--- config.mk ---
export PLATFORM = sky130hd
export DESIGN_NAME = wts_timer_counter_flat
export DESIGN_NICKNAME = d
export VERILOG_FILES = /design/src/rtl/wts_timer_counter_if.sv /design/src/rtl/wts_timer_counter.sv /design/src/flat_wrapper.sv
export SDC_FILE = /design/constraint.sdc
export NUM_CORES = 1
export LEC_CHECK = 0
export BUFFER_PORTS_ARGS = -buffer_cell sky130_fd_sc_hd__buf_2
export CAP_MARGIN = 15
export CORE_MARGIN = 2
export CORE_UTILIZATION = 30
export DETAILED_ROUTE_END_ITERATION = 7
export MAX_ROUTING_LAYER = met4
export PLACE_DENSITY = 0.58
export SLEW_MARGIN = 20
export SYNTH_ARGS = -nofsm -noshare
export SYNTH_HDL_FRONTEND = slang
export SYNTH_SLANG_ARGS = --single-unit
--- constraint.sdc ---
create_clock -name clk -period 1.7 [get_ports clk]
set_input_delay 0.17 -clock clk [delete_from_list [all_inputs] [get_ports clk]]
set_output_delay 0.17 -clock clk [all_outputs]
set_load 0.05 [all_outputs]
--- src/rtl/wts_timer_counter_if.sv ---
// rtl/wts_timer_counter_if.sv - register/trigger bundle between the CPU register block and the timer core
interface wts_timer_counter_if;
  logic [7:0] reg_timer1_period;
  logic       reg_timer1_run;
  logic       reg_timer1_load;
  logic [7:0] reg_timer2_period;
  logic       reg_timer2_run;
  logic       reg_timer2_load;
  logic       timer1_trigger;
  logic       timer2_trigger;
  logic [7:0] timer1_count;
  logic [7:0] timer2_count;

  modport master (
    output reg_timer1_period, reg_timer1_run, reg_timer1_load,
    output reg_timer2_period, reg_timer2_run, reg_timer2_load,
    input  timer1_trigger, timer2_trigger, timer1_count, timer2_count
  );

  modport slave (
    input  reg_timer1_period, reg_timer1_run, reg_timer1_load,
    input  reg_timer2_period, reg_timer2_run, reg_timer2_load,
    output timer1_trigger, timer2_trigger, timer1_count, timer2_count
  );
endinterface

--- src/rtl/wts_timer_counter.sv ---
// rtl/wts_timer_counter.sv - shared prescaler plus two reloading down-counter timers
module wts_timer_counter #(
  parameter int PRESCALE_DIV = 64
) (
  input  logic                 clk,
  input  logic                 nreset,
  wts_timer_counter_if.slave   bus
);

  localparam int PW = (PRESCALE_DIV > 2) ? $clog2(PRESCALE_DIV) : 1;
  localparam logic [PW-1:0] PRE_LAST = PW'(PRESCALE_DIV - 1);

  logic [PW-1:0] r_pre;
  logic [3:0]    r_sub;
  logic [7:0]    r_cnt1;
  logic [7:0]    r_cnt2;
  logic          r_trig1;
  logic          r_trig2;

  logic          w_base_tick;
  logic          w_tick1;
  logic          w_tick2;

  assign w_base_tick = (r_pre == PRE_LAST);
  assign w_tick1     = w_base_tick;
  assign w_tick2     = w_base_tick && (r_sub == 4'd15);

  // Free-running: the run inputs never gate the base tick phase.
  always_ff @(posedge clk or negedge nreset) begin
    if (!nreset) begin
      r_pre <= '0;
    end else if (w_base_tick) begin
      r_pre <= '0;
    end else begin
      r_pre <= r_pre + 1'b1;
    end
  end

  always_ff @(posedge clk or negedge nreset) begin
    if (!nreset) begin
      r_sub <= 4'd0;
    end else if (!bus.reg_timer2_run || bus.reg_timer2_load) begin
      r_sub <= 4'd0;
    end else if (w_base_tick) begin
      r_sub <= r_sub + 4'd1;
    end
  end

  // A loaded 0 walks through 255 down to 1, giving a 256-tick interval.
  always_ff @(posedge clk or negedge nreset) begin
    if (!nreset) begin
      r_cnt1  <= 8'd0;
      r_trig1 <= 1'b0;
    end else begin
      r_trig1 <= 1'b0;
      if (bus.reg_timer1_load || !bus.reg_timer1_run) begin
        r_cnt1 <= bus.reg_timer1_period;
      end else if (w_tick1 && (r_cnt1 == 8'd1)) begin
        r_cnt1  <= bus.reg_timer1_period;
        r_trig1 <= 1'b1;
      end else if (w_tick1) begin
        r_cnt1 <= r_cnt1 - 8'd1;
      end
    end
  end

  always_ff @(posedge clk or negedge nreset) begin
    if (!nreset) begin
      r_cnt2  <= 8'd0;
      r_trig2 <= 1'b0;
    end else begin
      r_trig2 <= 1'b0;
      if (bus.reg_timer2_load || !bus.reg_timer2_run) begin
        r_cnt2 <= bus.reg_timer2_period;
      end else if (w_tick2 && (r_cnt2 == 8'd1)) begin
        r_cnt2  <= bus.reg_timer2_period;
        r_trig2 <= 1'b1;
      end else if (w_tick2) begin
        r_cnt2 <= r_cnt2 - 8'd1;
      end
    end
  end

  assign bus.timer1_trigger = r_trig1;
  assign bus.timer2_trigger = r_trig2;
  assign bus.timer1_count   = r_cnt1;
  assign bus.timer2_count   = r_cnt2;

endmodule
--- src/flat_wrapper.sv ---
// flat-port wrapper written by rule: the top's interface ports become plain ports
module wts_timer_counter_flat 
#(
  parameter int PRESCALE_DIV = 64
)
  (clk, nreset, bus_reg_timer1_period, bus_reg_timer1_run, bus_reg_timer1_load, bus_reg_timer2_period, bus_reg_timer2_run, bus_reg_timer2_load, bus_timer1_trigger, bus_timer2_trigger, bus_timer1_count, bus_timer2_count);
  wts_timer_counter_if bus_i ();
  input  logic clk;
  input  logic nreset;
  input wire logic [$bits(bus_i.reg_timer1_period)-1:0] bus_reg_timer1_period;
  input wire logic [$bits(bus_i.reg_timer1_run)-1:0] bus_reg_timer1_run;
  input wire logic [$bits(bus_i.reg_timer1_load)-1:0] bus_reg_timer1_load;
  input wire logic [$bits(bus_i.reg_timer2_period)-1:0] bus_reg_timer2_period;
  input wire logic [$bits(bus_i.reg_timer2_run)-1:0] bus_reg_timer2_run;
  input wire logic [$bits(bus_i.reg_timer2_load)-1:0] bus_reg_timer2_load;
  output wire logic [$bits(bus_i.timer1_trigger)-1:0] bus_timer1_trigger;
  output wire logic [$bits(bus_i.timer2_trigger)-1:0] bus_timer2_trigger;
  output wire logic [$bits(bus_i.timer1_count)-1:0] bus_timer1_count;
  output wire logic [$bits(bus_i.timer2_count)-1:0] bus_timer2_count;
  assign bus_i.reg_timer1_period = bus_reg_timer1_period;
  assign bus_i.reg_timer1_run = bus_reg_timer1_run;
  assign bus_i.reg_timer1_load = bus_reg_timer1_load;
  assign bus_i.reg_timer2_period = bus_reg_timer2_period;
  assign bus_i.reg_timer2_run = bus_reg_timer2_run;
  assign bus_i.reg_timer2_load = bus_reg_timer2_load;
  assign bus_timer1_trigger = bus_i.timer1_trigger;
  assign bus_timer2_trigger = bus_i.timer2_trigger;
  assign bus_timer1_count = bus_i.timer1_count;
  assign bus_timer2_count = bus_i.timer2_count;
  wts_timer_counter #(.PRESCALE_DIV(PRESCALE_DIV)) u_core (.clk(clk), .nreset(nreset), .bus(bus_i));
endmodule
==> results of run 1 <==
[power breakdown]
| group | internal (µW) | switching (µW) | total [µW] |
|---|---|---|---|
| clock network | 316 | 230 | 546 |
| registers | 707 | 72.2 | 780 |
| logic | 151 | 271 | 423 |
[metrics by stage]
stage	hold slack (ns)	worst slack, ns	instance area [µm²]	instances	total power (µW)
finish	0.0895	0.0361	2310	310	1750
global route	0.0845	-0.0289	2310	310	1830
CTS	0.0831	0.0160	2180	304	1740
detailed placement	0.244	0.0220	2090	299	1180
global placement	0.250	0.0271	2090	299	1180
floorplan	-0.126	-0.0603	1690	175	1040
[area by class of cell]
| cell class | count | area (µm²) | area share [%] |
|---|---|---|---|
| multi-input cells | 133 | 1000 | 43.3 |
| flip-flops and latches | 28 | 713 | 30.9 |
| repair buffers | 66 | 400 | 17.3 |
| well taps | 70 | 87.6 | 3.79 |
| clock buffers | 3 | 41.3 | 1.79 |
| inverters | 9 | 36.3 | 1.57 |
| clock inverters | 1 | 30.0 | 1.30 |
[Yosys cell counts (all sizes together) (2+ instances only)]
| cell type | count | area share (%) |
|---|---|---|
| a21oi | 9 | 2.8 |
| a22oi | 4 | 1.8 |
| and2 | 3 | 1.1 |
| and3 | 2 | 0.77 |
| buf | 3 | 1.2 |
| clkbuf | 2 | 0.46 |
| dfrtp | 28 | 43 |
| ha | 6 | 4.6 |
| inv | 9 | 2.1 |
| nand2 | 18 | 4.1 |
| nand2b | 2 | 0.77 |
| nand3 | 7 | 2.1 |
| nand4 | 8 | 3.4 |
| nand4b | 2 | 1.5 |
| nor2 | 17 | 4.4 |
| nor2b | 2 | 0.77 |
| nor3 | 5 | 2.2 |
| nor3b | 3 | 1.4 |
| nor4 | 2 | 0.77 |
| o21ai | 11 | 3.4 |
| o22ai | 3 | 1.5 |
| o31ai | 4 | 1.8 |
| or2 | 2 | 0.77 |
| xnor2 | 2 | 1.1 |
| xor2 | 4 | 2.1 |
[critical path, stage by stage, from the launching register on]
cell and delay, ns:
dfrtp_2 0.47, inv_2 0.08, ha_4 0.12, or3b_4 0.38, or2_1 0.23, a32oi_1 0.18
o31ai_1 0.09
[per-layer routing]
| layer | track usage, % | wire length [µm] | up-vias |
|---|---|---|---|
| li1 | - | - | 766 |
| met1 | 18.0 | 2010 | 706 |
| met2 | 23.2 | 1980 | 39 |
| met3 | 2.79 | 179 | 4 |
| met4 | 3.75 | 30 | 0 |
| met5 | - | 0 | - |
[flip-flops by register name, indices dropped and copies added, names as in the netlist]
register and flops:
u_core.bus.timer1_count 8, u_core.r_pre 6, u_core.bus.timer2_count 8, u_core.bus.timer2_trigger 1, u_core.bus.timer1_trigger 1, u_core.r_sub 4
[cell families (layout without fill, tap and decap cells)]
group / count (synthesis) / count (layout)
XOR/XNOR: 6 / 6
multiplexers: 1 / 1
adder cells (fa/ha/maj): 6 / 6
AND/OR/NAND/NOR: 80 / 80
AO/OA/AOI/OAI: 40 / 40
flip-flops: 28 / 28
buffers and inverters: 14 / 79
[what timing repair did]
| action | 4_1_cts | 5_1_grt |
|---|---|---|
| resized for setup | 2 | 17 |
| endpoints found under the setup margin | 1 | 16 |
| endpoints found under the hold margin | 28 | 0 |
| hold buffers | 1 | 0 |
| setup buffers | 0 | 6 |
| pin swaps | 0 | 4 |
[worst max-delay path by stage]
stage / slack (ns) / start / endpoint
final: 0.04 / u_core.bus.timer1_count[0] / u_core.bus.timer1_count[4]
after floorplan: -0.06 / u_core.bus.timer1_count[1] / u_core.bus.timer1_count[4]
after global placement: 0.03 / u_core.bus.timer2_count[1] / u_core.bus.timer2_count[5]
after CTS: 0.02 / u_core.bus.timer1_count[1] / u_core.bus.timer1_count[4]
after global routing: -0.03 / u_core.bus.timer1_count[0] / u_core.bus.timer1_count[4]
after detailed placement: 0.02 / u_core.bus.timer1_count[0] / u_core.bus.timer1_count[4]
==> metrics, run 1 <==
WL final 4200 µm; row cnt 26; drc violations 0; via count 1,515; Period minus WS final around 1.7 ns; hold path depth 2; via/cell ratio about 4.9; largest net degree at the start of global routing 29; initial antenna violation count 0; Async SR Flop Fraction 100%; port buffer count 39; HP Class in -> reg; layout cell share with drive strength beyond 1 44.6%; clk sinks 28; Initial DRT Pass Iterations 4; Worst R2R Start u_core.bus.timer1_count[0]; commonest non-fill, non-tap cell in the layout buf_2; ANT cells 0; Worst-path clk slew about 0.11 ns; main combinational cell family by area after synthesis simple AND/OR/NAND/NOR gates; H-Tree Depth 1; clock latency on the worst-skew pair 0.28 ns; cell count after synthesis between 150 and 200; #FFs+latches synth 28; clock root cell clkbuf_8; mux contribution to synthesized area 0.613%; routed len/inst 13.5 µm; Peak VDD IR 0.397 mV; Crit Path Max Fanout 6; Die ar. 0.00605 mm²; Rel. slew slack 56.6%; Post-synth top flop dfrtp_1; Critical Path AT between 1.5 and 2 ns; setup TNS 0 ns; RSZ-0062 raised after global routing yes; GRT overflow 0; status completed; Iteration-0 DRC Markers 49; synthesized cell area 0.00163 mm²; sequential share of the synthesized area 42.9%; I/O pins 40; HPWL Detailed 2900 µm; Yosys Warn Count 0; Layout Nets 269; Layout Skew just over 0.007 ns; max-cap viol count 0; Post-synth EDFFs 0; max-slew violation total from the final report 0; vias in the first global route ~1,500; reg2reg setup slack 0.04 ns; global-route wire length before repair 6720 µm; r2r endpoint u_core.bus.timer1_count[4]; Initial Util 31.6%; CTS Buffer Depth 2; final core occ 44.6%; CP required 1.87 ns; Worst Max-Slew Pin Slew ~0.65 ns; startpoint types flip-flop; Die Y 77.8 µm; min-delay src bus_reg_timer2_period[7]; gr usage total 14.2%; area share of and/or/nand/nor cells after synthesis 28.7%; R2R cell count 6; number of fillers in the final layout 514; XOR/XNOR share of the synthesized area 3.22%; synthesized-area fraction occupied by adder cells 4.60%; routability cong. approximately 0.86; pwr dens about 760 mW/mm²; die extent in x 77.8 µm; LEAKAGE 0.00106 µW; Cell variety after synth 50; Period Utilization, post-route between 90% and 100%; post-route ant nets 0; core area 0.00517 mm²; Area Growth Syn to Fin 41.4%; Worst setup EP type flip-flop; Synth Area in Compound Gates 16.2%; Fin. Hold Viols 0; CTS tree yes; Hold Path End u_core.bus.timer2_count[7]; Post-Syn Nets 203; Avg Cell Area, Syn around 9.3 µm²; critical path type reg -> reg; setup violators final 0; most frequent cells in the layout buf_2, buf_4, dfrtp_1; Max Freq 0.601 GHz; Inserted Clock Buffers 3
Power figures use the tool's default switching activity.
==> inputs of run 2 (changes only) <==
CTS_BUF_LIST = sky130_fd_sc_hd__clkbuf_4   (was default)
==> metrics, run 2 (synthesized netlist as in run 1, its figures left out) <==
setup violators final 0; row cnt 26; finished layout cell area about 0.0023 mm²; Period Utilization, post-route 96.9%; core area 0.00517 mm²; Initial Util a little under a third; status completed; Period minus WS final between 1.5 and 2 ns; startpoint types flip-flop; H-Tree Depth 1; max-cap viol count 0; CP required ~2.0 ns; pwr dens 730 mW/mm²; reg2reg setup slack 0.05 ns; worst setup margin between 0.05 and 0.06 ns; gr usage total 13.9%; via count 1,539; Hold Path End u_core.bus.timer2_count[7]; Slowest cell on crit path dfrtp_2; RSZ-0062 raised after global routing yes; Fin. Hold Viols 0; r2r endpoint u_core.bus.timer2_count[5]; post-route insts no fill 310; R2R cell count 7; Worst setup EP type flip-flop; post-route total power 1660 µW; placed cell count between 200 and 300; Buf/Inv on CP 1; Inserted Clock Buffers 3; Layout Nets ~270; Combinational Power Share 25.1%; Max Freq 0.607 GHz; ANT cells 0; Worst-path clk slew 0.18 ns; vias in the first global route between 1,000 and 1,500; clk sinks 28; Die ar. just over 0.006 mm²; CTS Buffer Depth 2; port buffer count 39; via/cell ratio between 4 and 5; post-route ant nets 0; clock root cell clkbuf_4; internal power 1100 µW; I/O pins 40; critical path type reg -> reg; HP Class in -> reg; Net Sw Frac 34.1%; clock latency on the worst-skew pair 0.35 ns; global-route wire length before repair 6620 µm; layout cell share with drive strength beyond 1 43.3%; Clock Power Share approximately 28%; initial antenna violation count 0; Crit Path Max Fanout 7; setup TNS 0 ns; register share of total power 46.8%; Placed Area 0.00209 mm²; hold path depth 2; LEAKAGE ~0.0010 µW; drc violations 0; commonest non-fill, non-tap cell in the layout buf_2; family with the most delay on the worst path simple AND/OR/NAND/NOR gates; routed len/inst 13.3 µm; min-delay src bus_reg_timer2_period[7]; max-slew violation total from the final report 0; switching power of the nets between 500 and 600 µW; delay of the slowest critical-path stage about 0.46 ns; Area Growth Syn to Fin 39.4%; Die Y about 78 µm; die extent in x 77.8 µm; CP cell instances inv_2 -> ha_4 -> nor3b_4 -> and2_4 -> nand2_1 -> nand2_4 -> a221o_1; CTS tree yes; WL final 4140 µm; HPWL Detailed ~2900 µm; pre-CTS WS 0.0220 ns; Rel. slew slack 56.4%; Initial DRT Pass Iterations 4; Iteration-0 DRC Markers 43; largest net degree at the start of global routing 29; GRT overflow 0; Layout Skew 0.0155 ns; Critical Path AT 1.91 ns; Worst Max-Slew Pin Slew 0.655 ns; most frequent cells in the layout buf_2, buf_4, dfrtp_1; Worst R2R Start u_core.bus.timer2_count[1]; Peak VDD IR 0.383 mV; routability cong. approximately 0.86
[run 2: changes by cell type in the layout (fill, tap and decap cells not counted), sizes merged]
cell and delta:
dlygate4sd3 +1, buf -1
[run 2: cell type report]
type                    instances  area (µm²)
flip-flops and latches         28         713
inverters                       9        36.3
well taps                      70        87.6
clock buffers                   3        22.5
fillers                       521        2900
repair buffers                 66         403
multi-input cells             133         983
clock inverters                 1        30.0
[run 2: worst max-delay path by stage]
stage | from | endpoint | slack (ns) | depth (start not counted)
2_1_floorplan | u_core.bus.timer1_count[1] | u_core.bus.timer1_count[4] | -0.06 | 6
3_3_place_gp | u_core.bus.timer2_count[1] | u_core.bus.timer2_count[5] | 0.03 | 7
3_5_place_dp | u_core.bus.timer1_count[0] | u_core.bus.timer1_count[4] | 0.02 | 6
4_1_cts | u_core.r_pre[1] | u_core.bus.timer1_count[3] | 0.003 | 6
5_1_grt | u_core.bus.timer2_count[1] | u_core.bus.timer2_count[5] | -0.01 | 7
6_report | u_core.bus.timer2_count[1] | u_core.bus.timer2_count[5] | 0.05 | 7
[run 2: repair_timing]
action / 4_1_cts / 5_1_grt
setup buffers: 0 / 5
setup endpoints to repair: 0 / 16
hold buffers: 1 / 1
gates resized for setup: 0 / 16
hold endpoints to repair: 28 / 1
[run 2: power groups by stage]
stage / Clock, µW / Combinational (µW) / Sequential (µW)
global placement: 0 / 395 / 781
CTS: 487 / 399 / 769
floorplan: 0 / 133 / 908
finish: 466 / 417 / 778
detailed placement: 0 / 396 / 781
global route: 506 / 451 / 786
[run 2: metrics by stage]
step                util (%)  hold WS (ns)
global route            44.0      0.000357
detailed placement      40.4         0.244
CTS                     41.6       0.00385
floorplan                  -        -0.126
global placement        40.4         0.250
finish                  44.0        0.0126
[run 2: layer usage]
metal  track usage (%)  up-vias  routed length (µm)
li1                  -      766                   -
met1              17.6      722                1940
met2              22.8       47                1950
met3              2.79        4                 210
met4              3.75        0                  30
met5                 -        -                   0
==> inputs of run 3 (changes only) <==
CORE_UTILIZATION = 50   (was 30)
PLACE_DENSITY = 0.84   (was 0.58)
==> metrics, run 3 (synthesized netlist as in run 1, its figures left out) <==
Initial DRT Pass Iterations 4; LEAKAGE 0.00105 µW; Worst Max-Slew Pin Slew 0.623 ns; commonest non-fill, non-tap cell in the layout buf_2; Inserted Clock Buffers 3; vias in the first global route about 1,500; post-route total power roughly 1600 µW; H-Tree Depth 1; GRT overflow 0; core area a little over 0.003 mm²; Worst-path clk slew 0.15 ns; port buffer count 39; gr usage total 24.7%; Period minus WS final 1.68 ns; max-cap viol count 0; Peak VDD IR between 0.4 and 0.5 mV; most frequent cells in the layout buf_2, buf_4, dfrtp_1; Iteration-0 DRC Markers between 100 and 150; Fin. Hold Viols 0; Slowest cell on crit path or4_4; CTS Buffer Depth 2; RSZ-0062 raised after global routing yes; critical path type reg -> reg; clock root cell clkbuf_4; Area Growth Syn to Fin 36.1%; via/cell ratio 5.61; max-slew violation total from the final report 0; row cnt 20; initial antenna violation count 0; startpoint types flip-flop; Die Y 61.1 µm; routed len/inst 14.8 µm; ANT cells 0; finished layout cell area 0.00222 mm²; post-route ant nets 0; footprint of the multi-input gates 957 µm²; largest net degree at the start of global routing 29; clk sinks 28; die extent in x 61.1 µm; clock latency on the worst-skew pair 0.33 ns; WL final 4220 µm; routability cong. 0.933; CTS tree yes; HP Class in -> reg; family with the most delay on the worst path simple AND/OR/NAND/NOR gates; Hold Slack 0.0428 ns; global-route wire length before repair 6660 µm; HPWL Detailed 2980 µm; Layout Skew approximately 0.0048 ns; CP required 1.97 ns; final core occ just over 70%; CP cell instances or4_4 -> nor3_4 -> nand2_1 -> mux2i_1 -> o2bb2ai_1; flip-flop and latch area 713 µm²; Placed Area 0.00205 mm²; status completed; I/O pins 40; Period Utilization, post-route about 99%; Worst setup EP type flip-flop; Initial Util 53.0%; Critical Path AT slightly below 2 ns; setup violators final 0; delay of the slowest critical-path stage 0.56 ns; layout cell share with drive strength beyond 1 43.6%; Crit Path Max Fanout 4; number of fillers in the final layout 263; Buf/Inv on CP 0; pwr dens 741 mW/mm²; Layout Nets 270; drc violations 0; via count ~1,600; Max Freq slightly below 0.6 GHz; Die ar. 0.00374 mm²; Rel. slew slack between 50 and 60%
run 3: routing by layer:
metal / GRT usage (%) / wire, µm / vias up
li1: - / - / 770
met1: 30.7 / 1890 / 771
met2: 41.5 / 2090 / 51
met3: 3.36 / 184 / 6
met4: 8.07 / 53 / 0
met5: - / 0 / -
run 3: tightest hold or removal path, cell delays in order:
cell and delay, ns:
buf_2 0.08, nand2_1 0.04, o311ai_1 0.06
run 3: final cells by class:
type                       count  area share (%)
inverter                       9            1.63
timing repair buffer          67            18.4
tap                           44            2.48
clock buffer                   3            1.01
multi-input combinational    133            43.1
sequential                    28            32.1
clock inverter                 1            1.35
run 3: where the power goes:
| group | switching, µW | total (µW) | internal (µW) |
|---|---|---|---|
| registers | 59.5 | 767 | 708 |
| logic | 281 | 439 | 158 |
| clock network | 201 | 440 | 239 |
run 3: path summary, 6_finish.rpt:
path	startpoint	slack (ns)	depth (start not counted)	to
max	u_core.bus.timer2_count[2]	0.02	5	u_core.bus.timer2_count[6]
min	bus_reg_timer1_period[0]	0.04	3	u_core.bus.timer1_count[0]
max reg2reg	u_core.bus.timer2_count[2]	0.02	5	u_core.bus.timer2_count[6]
min reg2reg	u_core.r_pre[1]	0.52	1	u_core.r_pre[1]
max in group asynchronous	nreset	0.90	2	u_core.bus.timer2_count[0]
min in group asynchronous	nreset	0.36	2	u_core.r_sub[2]
run 3: metrics by stage:
stage	TNS (ns)	instances	setup slack, ns
2_1_floorplan	-0.246	175	-0.0603
3_3_place_gp	0	272	0.0558
3_5_place_dp	0	272	0.00462
4_1_cts	0	281	0.00689
5_1_grt	-0.206	285	-0.0589
6_report	0	285	0.0150
run 3: timing repair:
action,in CTS,in global routing
setup endpoints to repair,2,12
buffers inserted,4,4
gates resized for setup,0,12
pin swaps,0,3
hold endpoints to repair,28,0
hold buffers,1,0
